### src/rtl/fifo_stream_reader.sv
// Read-side controller for the synchronous FIFO: drains it through rd_en/empty,
// absorbs the one-cycle read latency in a 2-entry skid buffer and streams words out.
module fifo_stream_reader #(
  parameter int FIFO_WIDTH = 16,
  parameter int CNT_WIDTH  = 16
) (
  input  logic                  clk,
  input  logic                  rst,
  input  logic [FIFO_WIDTH-1:0] fifo_dout,
  input  logic                  fifo_empty,
  input  logic                  fifo_underflow,
  output logic                  fifo_rd_en,
  output logic [FIFO_WIDTH-1:0] out_data,
  output logic                  out_valid,
  input  logic                  out_ready,
  input  logic                  flush,
  output logic                  flush_done,
  output logic                  underflow_err,
  output logic [CNT_WIDTH-1:0]  words_out
);

  typedef enum logic [1:0] {
    ST_IDLE   = 2'd0,
    ST_STREAM = 2'd1,
    ST_FLUSH  = 2'd2
  } state_t;

  state_t                state_q, state_d;
  logic [1:0]            occ_q, occ_d;
  logic                  inflight_q;
  logic [FIFO_WIDTH-1:0] buf0_q, buf0_d;
  logic [FIFO_WIDTH-1:0] buf1_q, buf1_d;
  logic [CNT_WIDTH-1:0]  words_q, words_d;
  logic                  underflow_err_q;
  logic                  flush_done_q, flush_done_d;
  logic                  rd_en_s;
  logic                  pop_s;
  logic                  push_s;
  logic                  flush_exit_s;
  logic [2:0]            pending_s;

  assign out_valid     = (occ_q != 2'd0);
  assign out_data      = buf0_q;
  assign flush_done    = flush_done_q;
  assign underflow_err = underflow_err_q;
  assign words_out     = words_q;
  assign fifo_rd_en    = rd_en_s;

  assign pop_s        = out_valid && out_ready;
  // Words already owned by the buffer once this cycle's pop leaves; must stay below 2.
  assign pending_s    = {1'b0, occ_q} + {2'b00, inflight_q} - {2'b00, pop_s};
  assign flush_exit_s = fifo_empty && !inflight_q;

  // Next-state, read request, skid-buffer update and delivered-word count.
  always_comb begin
    state_d      = state_q;
    occ_d        = occ_q;
    buf0_d       = buf0_q;
    buf1_d       = buf1_q;
    flush_done_d = 1'b0;
    rd_en_s      = 1'b0;
    push_s       = 1'b0;

    if (pop_s) begin
      words_d = words_q + {{(CNT_WIDTH-1){1'b0}}, 1'b1};
    end else begin
      words_d = words_q;
    end

    case (state_q)
      ST_IDLE: begin
        state_d = ST_STREAM;
      end
      ST_STREAM: begin
        rd_en_s = !rst && !fifo_empty && (pending_s < 3'd2);
        push_s  = inflight_q;
        if (flush) begin
          // Buffered and in-flight words are dropped; the returning word is ignored in FLUSH.
          state_d = ST_FLUSH;
          occ_d   = 2'd0;
        end else begin
          case ({push_s, pop_s})
            2'b10: begin
              occ_d = occ_q + 2'd1;
              if (occ_q == 2'd0) begin
                buf0_d = fifo_dout;
              end else begin
                buf1_d = fifo_dout;
              end
            end
            2'b01: begin
              occ_d  = occ_q - 2'd1;
              buf0_d = buf1_q;
            end
            2'b11: begin
              if (occ_q == 2'd2) begin
                buf0_d = buf1_q;
                buf1_d = fifo_dout;
              end else begin
                buf0_d = fifo_dout;
              end
            end
            default: begin
              occ_d = occ_q;
            end
          endcase
        end
      end
      ST_FLUSH: begin
        rd_en_s = !rst && !fifo_empty;
        if (flush_exit_s) begin
          state_d      = ST_STREAM;
          flush_done_d = 1'b1;
        end else begin
          state_d = ST_FLUSH;
        end
      end
      default: begin
        state_d = ST_IDLE;
        occ_d   = 2'd0;
      end
    endcase
  end

  // State, buffer, counters and sticky error register.
  always_ff @(posedge clk) begin
    if (rst) begin
      state_q         <= ST_IDLE;
      occ_q           <= 2'd0;
      inflight_q      <= 1'b0;
      buf0_q          <= {FIFO_WIDTH{1'b0}};
      buf1_q          <= {FIFO_WIDTH{1'b0}};
      words_q         <= {CNT_WIDTH{1'b0}};
      underflow_err_q <= 1'b0;
      flush_done_q    <= 1'b0;
    end else begin
      state_q         <= state_d;
      occ_q           <= occ_d;
      inflight_q      <= rd_en_s;
      buf0_q          <= buf0_d;
      buf1_q          <= buf1_d;
      words_q         <= words_d;
      underflow_err_q <= underflow_err_q | fifo_underflow;
      flush_done_q    <= flush_done_d;
    end
  end

endmodule
### config.mk
export PLATFORM = sky130hd
export DESIGN_NAME = fifo_stream_reader
export DESIGN_NICKNAME = d
export VERILOG_FILES = /design/src/rtl/fifo_stream_reader.sv
export SDC_FILE = /design/constraint.sdc
export NUM_CORES = 1
export LEC_CHECK = 0
export ABC_AREA = 1
export CAP_MARGIN = 20
export CORE_UTILIZATION = 41
export DETAILED_ROUTE_END_ITERATION = 12
export GPL_TIMING_DRIVEN = 0
export MAX_ROUTING_LAYER = met4
export PLACE_DENSITY = 0.73
export REMOVE_ABC_BUFFERS = 1
export SKIP_CTS_REPAIR_TIMING = 1
export SLEW_MARGIN = 20
export SYNTH_ARGS = -nofsm -noshare
export SYNTH_HDL_FRONTEND = slang
export SYNTH_SLANG_ARGS = --single-unit
### constraint.sdc
create_clock -name clk -period 6 [get_ports clk]
set_input_delay 1.8 -clock clk [delete_from_list [all_inputs] [get_ports clk]]
set_output_delay 1.8 -clock clk [all_outputs]
set_load 0.01 [all_outputs]
==> results of run 1 <==
[stage by stage]
| step | util | setup TNS, ps |
|---|---|---|
| after global placement | 0.521 | -98.0 |
| after CTS | 0.535 | -101 |
| after detailed placement | 0.521 | -96.5 |
| after global routing | 0.535 | 0 |
| final | 0.535 | 0 |
| after floorplan | - | 0 |
[path summary, 6_finish.rpt]
path | endpoint | start | slack, ps | cells after the start
worst max register to register | out_data[9] | occ_q[1] | 3780 | 8
worst min register to register | underflow_err | underflow_err | 480 | 2
worst min-delay path | underflow_err | underflow_err | 480 | 2
worst max-delay path | fifo_rd_en | out_ready | 310 | 9
[cell usage in the layout, fill, tap and decap left out, types with 2 or more instances in the layout]
cell and n:
o21ai_0 41, a21oi_1 11, nand4_1 2, o21ai_1 2
nand2_1 68, ha_1 10, clkinv_2 2, o21bai_1 2
clkdlybuf4s50_1 56, nor2_1 118, inv_1 55, a31oi_1 2
clkbuf_8 5, nand3_1 13, nor2_2 3, dfxtp_1 55
nor3_1 2, inv_2 4, a21oi_2 2
[Yosys cell counts (3+ instances only)]
library cell / n
a21oi_1: 11
buf_2: 5
buf_4: 4
clkbuf_1: 4
dfxtp_1: 55
ha_1: 10
inv_1: 56
inv_2: 3
nand2_1: 68
nand3_1: 13
nor2_1: 118
nor2_2: 3
o21ai_0: 41
[cell type report]
type | count | area (µm²) | share of cell area
multi-input combinational | 285 | 1340 | 0.392
inverter | 59 | 221 | 0.0648
sequential | 55 | 1100 | 0.322
clock inverter | 3 | 18.8 | 0.00549
tap | 77 | 96.3 | 0.0282
timing repair buffer | 57 | 573 | 0.168
clock buffer | 5 | 68.8 | 0.0201
[state kept, by name, indices dropped and copies added, names as in the netlist]
signal         cells
buf1_q            16
underflow_err      1
out_data          16
flush_done         1
words_out         16
occ_q              2
inflight_q         1
state_q            2
[per-layer routing]
layer	vias to the layer above	share of wire
met4	0	0.012
met5	-	0
met2	56	0.46
li1	1363	-
met1	1130	0.49
met3	7	0.045
[power groups by stage]
stage	Combinational [W]	Sequential, W	Clock [W]
after floorplan	0.000169	0.000440	0
after global placement	0.000275	0.000436	0
after detailed placement	0.000281	0.000438	0
after CTS	0.000283	0.000430	0.000216
after global routing	0.000324	0.000435	0.000229
final	0.000280	0.000429	0.000207
[tightest hold or removal path, stage by stage, from the launching register on]
cell,delay (ps)
dfxtp_1,320
nor2_1,80
nor2_1,40
[logic make-up (layout without fill, tap and decap cells)]
group / Yosys count / count (layout) / share of synthesized area
AOI/OAI and AO/OA: 64 / 64 / 0.129
xor gates and xnor gates: 1 / 1 / 0.00321
and+or+nand+nor: 209 / 209 / 0.305
DFF: 55 / 55 / 0.403
adders and majority gates: 11 / 11 / 0.0531
buffers and inverters: 72 / 124 / 0.107
==> flow_metrics.py, run 1 <==
metrics = {
    "yosys": {
        "avgSynthCellArea_um2": 6.63,
        "yosys_warnings": 0,
        "syn_area_mm2": 0.00273,
        "synth_top_cell_by_area": "dfxtp_1",
        "yosysTopAreaCellShare": 0.403,
        "synth_edf_count": 0,
        "synth-seq-cells": 55,
        "async_reset_ff_frac": 0,
        "synth_area_leaders": "dfxtp_1, nor2_1, nand2_1",
        "ys_dominant_reg_cell": "dfxtp_1",
        "ys_seq_area_frac": 0.403,
        "synthDistinctLibCells": 28,
        "syn_inst": 412,
    },
    "finish": {
        "finalNonFillerCells": 541,
        "area_delta_synth_final_pct": 25.1,
        "stdcell_area_mm2": 0.00342,
        "nets": 496,
        "drive_gt1_frac": 0.0453,
        "fillCellCount": 629,
        "diodes": 0,
    },
    "cts": {
        "clock-sinks": 55,
        "cts.clk_slew.worst_paths_ps": 90,
        "cts_made_buffers": 5,
        "htreeDepth": 2,
        "cts_max_path_buffers": 2,
        "cts_root_buf": "clkbuf_8",
        "cts_tree": "built",
        "clk_latency_ps": 320,
    },
    "worst_setup_path": {
        "end_kind": "primary output",
        "worstSetupPathType": "in2out",
        "required_ps": 4200,
        "cp.buffers_inverters": 2,
        "cp_slowest_cell": "clkdlybuf4s50_1",
        "start_kind": "primary input",
        "arrival_ps": 3890,
        "critPathMaxFanout": 8,
        "crit_chain": "clkdlybuf4s50_1 -> o21ai_2 -> ha_1 -> nand2_1 -> fa_1 -> a21boi_0 -> o211ai_1 -> a21oi_1 -> dlymetal6s2s_1",
        "critPathTopFamily": "adder cells",
        "critical_path.max_stage_delay_ps": 500,
    },
    "drt": {
        "antenna_left": 0,
        "wl_per_cell_um": 10.5,
        "avgViaCountPerCell": 4.72,
        "routed-via-count": 2556,
        "route.detailed.drc": 0,
        "drtIter0Drc": 131,
        "first_pass_iters": 4,
        "routed_wl_um": 5690,
    },
    "power_and_ir_drop": {
        "powerDensity_mw_per_mm2": 268,
        "finalPower_w": 0.000916,
        "ir_worst_vdd_uv": 148,
        "power_leakage_nw": 1.51,
        "switching_power_w": 0.000320,
        "internal-power_w": 0.000596,
        "comb_power_share": 0.306,
        "seqPwrFrac": 0.468,
        "p_sw_frac": 0.349,
        "power_frac_clock": 0.226,
    },
    "floorplanning": {
        "die_y_um": 83.6,
        "dieWidth_um": 83.6,
        "coreArea_mm2": 0.00639,
        "initial_core_util": 0.428,
        "rows": 29,
        "dieArea_mm2": 0.00699,
        "top_level_ports": 58,
    },
    "global_routing": {
        "track_usage": 0.178,
        "grt_max_degree": 51,
        "grt_pass1_vias": 2334,
        "met3_usage": 0.0376,
        "globalRoute.totalOverflow": 0,
        "grt-busiest-layer": "met2",
        "met1_usage": 0.219,
        "met2_usage": 0.291,
        "grt_pass1_wl_um": 10100,
        "antenna_found_initial": 0,
    },
    "status": {
        "status": "finished clean",
    },
    "placed_design": {
        "portBuffers": 57,
        "dpl_cell_area_mm2": 0.00333,
        "placed_cells": 533,
        "dpl_worst_slack_ps": -96.5,
        "dpl.hpwl_um": 3820,
        "gp_congestion": 0.783,
    },
    "sta": {
        "rsz0062_at_grt": "no",
        "drv_slew": 0,
        "fin_ws_ps": 306,
        "setup_viol": 0,
        "maxSlewHeadroom": 0.407,
        "period_needed_ps": 5690,
        "fin_skew_ps": 9.62,
        "whs_ps": 481,
        "hold_violations": 0,
        "fmax_ghz": 0.176,
        "min_period_over_period": 0.949,
        "worst_pin_slew_ps": 886,
    },
    "job": {
        "maxCapViolations": 0,
    },
    "min_path": {
        "min_path_type": "reg2reg",
    },
}
Power figures use the tool's default switching activity.
==> inputs of run 2 (changes only) <==
--- a/config.mk
+++ b/config.mk
@@ -6,7 +6,6 @@
 export NUM_CORES = 1
 export LEC_CHECK = 0
 export ABC_AREA = 1
-export CAP_MARGIN = 20
 export CORE_UTILIZATION = 41
 export DETAILED_ROUTE_END_ITERATION = 12
 export GPL_TIMING_DRIVEN = 0
==> results of run 2 <==
The final DEF is identical to that of run 1; final timing and power are the same.
==> inputs of run 3 (changes only) <==
--- a/config.mk
+++ b/config.mk
@@ -6,7 +6,9 @@
 export NUM_CORES = 1
 export LEC_CHECK = 0
 export ABC_AREA = 1
+export CORE_ASPECT_RATIO = 1.25
 export CORE_UTILIZATION = 41
+export CTS_CLUSTER_SIZE = 28
 export DETAILED_ROUTE_END_ITERATION = 12
 export GPL_TIMING_DRIVEN = 0
 export MAX_ROUTING_LAYER = met4
==> flow_metrics.py, run 3 (same netlist as run 1, synthesis figures left out) <==
metrics = {
    "status": {
        "status": "finished clean",
    },
    "drt": {
        "drtIter0Drc": 121,
        "route.detailed.drc": 0,
        "first_pass_iters": 5,
        "wl_per_cell_um": 10.4,
        "avgViaCountPerCell": 4.68,
        "antenna_left": 0,
        "routed-via-count": 2570,
        "routed_wl_um": 5720,
    },
    "min_path": {
        "min_path_type": "reg2reg",
    },
    "sta": {
        "whs_ps": 485,
        "fin_skew_ps": 6.22,
        "period_needed_ps": 5760,
        "maxSlewHeadroom": 0.391,
        "fin_ws_ps": 240,
        "drv_slew": 0,
        "rsz0062_at_grt": "no",
        "setup_viol": 0,
        "hold_violations": 0,
        "worst_pin_slew_ps": 911,
        "fmax_ghz": 0.174,
        "min_period_over_period": 0.960,
    },
    "worst_setup_path": {
        "arrival_ps": 3960,
        "start_kind": "primary input",
        "critPathMaxFanout": 8,
        "worstSetupPathType": "in2out",
        "end_kind": "primary output",
        "required_ps": 4200,
    },
    "floorplanning": {
        "dieArea_mm2": 0.00699,
        "rows": 32,
        "coreArea_mm2": 0.00629,
        "initial_core_util": 0.435,
        "die_y_um": 93.3,
        "dieWidth_um": 75.0,
        "top_level_ports": 58,
    },
    "cts": {
        "clock-sinks": 55,
        "cts_max_path_buffers": 2,
        "cts.clk_slew.worst_paths_ps": 90,
        "cts_tree": "built",
        "cts_made_buffers": 5,
        "htreeDepth": 2,
        "cts_root_buf": "clkbuf_8",
        "clk_latency_ps": 310,
    },
    "finish": {
        "utilization": 0.550,
        "area_delta_synth_final_pct": 26.6,
        "final_cell_mix": "nor2_1, nand2_1, clkdlybuf4s50_1, inv_1, dfxtp_1",
        "layout_commonest_cell": "nor2_1",
        "diodes": 0,
        "drive_gt1_frac": 0.0453,
        "nets": 496,
    },
    "power_and_ir_drop": {
        "switching_power_w": 0.000317,
        "ir_worst_vdd_uv": 158,
        "comb_power_share": 0.290,
        "powerDensity_mw_per_mm2": 279,
        "power_frac_clock": 0.265,
        "p_sw_frac": 0.329,
        "seqPwrFrac": 0.444,
        "internal-power_w": 0.000648,
        "power_leakage_nw": 1.52,
    },
    "global_routing": {
        "grt_pass1_wl_um": 9920,
        "globalRoute.totalOverflow": 0,
        "track_usage": 0.184,
        "grt_max_degree": 51,
        "antenna_found_initial": 0,
        "grt_pass1_vias": 2376,
    },
    "placed_design": {
        "portBuffers": 57,
        "dpl_worst_slack_ps": -153,
        "gp_congestion": 0.808,
        "dpl.hpwl_um": 3800,
    },
    "job": {
        "maxCapViolations": 0,
    },
}
==> run 3: changes by cell type in the layout (fill, tap and decap cells not counted) <==
cell       delta
bufinv_16     +1
clkbuf_8      +1
clkinv_2      -1
inv_6         -1
==> run 3: layer usage <==
metal,vias up,global-route usage,share of wire
li1,1367,-,-
met1,1146,0.216,0.47
met2,50,0.314,0.48
met3,7,0.0323,0.040
met4,0,0.0613,0.013
met5,-,-,0
==> run 3: path summary, 6_finish.rpt <==
path | from | to | slack [ps] | depth (start not counted)
setup / recovery | out_ready | fifo_rd_en | 240 | 9
setup reg to reg | occ_q[1] | out_data[15] | 3830 | 8
hold reg to reg | underflow_err | underflow_err | 480 | 2
hold / removal | underflow_err | underflow_err | 480 | 2
==> run 3: final cells by class <==
type                       count  area [µm²]
fill                         631        2830
multi-input combinational    285        1340
sequential                    55        1100
timing repair buffer          57         573
inverter                      59         221
tap                           85         106
clock buffer                   6        82.6
clock inverter                 2        35.0
==> run 3: worst max-delay path, stage by stage <==
cell and delay [ps]:
clkdlybuf4s50_1 520, o21ai_2 140, ha_1 310, nand2_1 60, fa_1 480, a21boi_0 170, o211ai_1 130, a21oi_1 160
dlymetal6s2s_1 180
==> run 3: power groups by stage <==
stage          clock network (W)  registers, W  logic, W
2_1_floorplan                  0      0.000440  0.000169
3_3_place_gp                   0      0.000436  0.000275
3_5_place_dp                   0      0.000437  0.000280
4_1_cts                 0.000264      0.000429  0.000282
5_1_grt                 0.000278      0.000435  0.000318
6_report                0.000256      0.000429  0.000280
==> run 3: through the flow <==
stage | setup TNS, ps | cell area [µm²] | std cells | power, W
floorplan | 0 | 2660 | 399 | 0.000609
global placement | -133 | 3340 | 541 | 0.000711
detailed placement | -153 | 3340 | 541 | 0.000717
CTS | -150 | 3460 | 549 | 0.000975
global route | 0 | 3460 | 549 | 0.00103
finish | 0 | 3460 | 549 | 0.000966
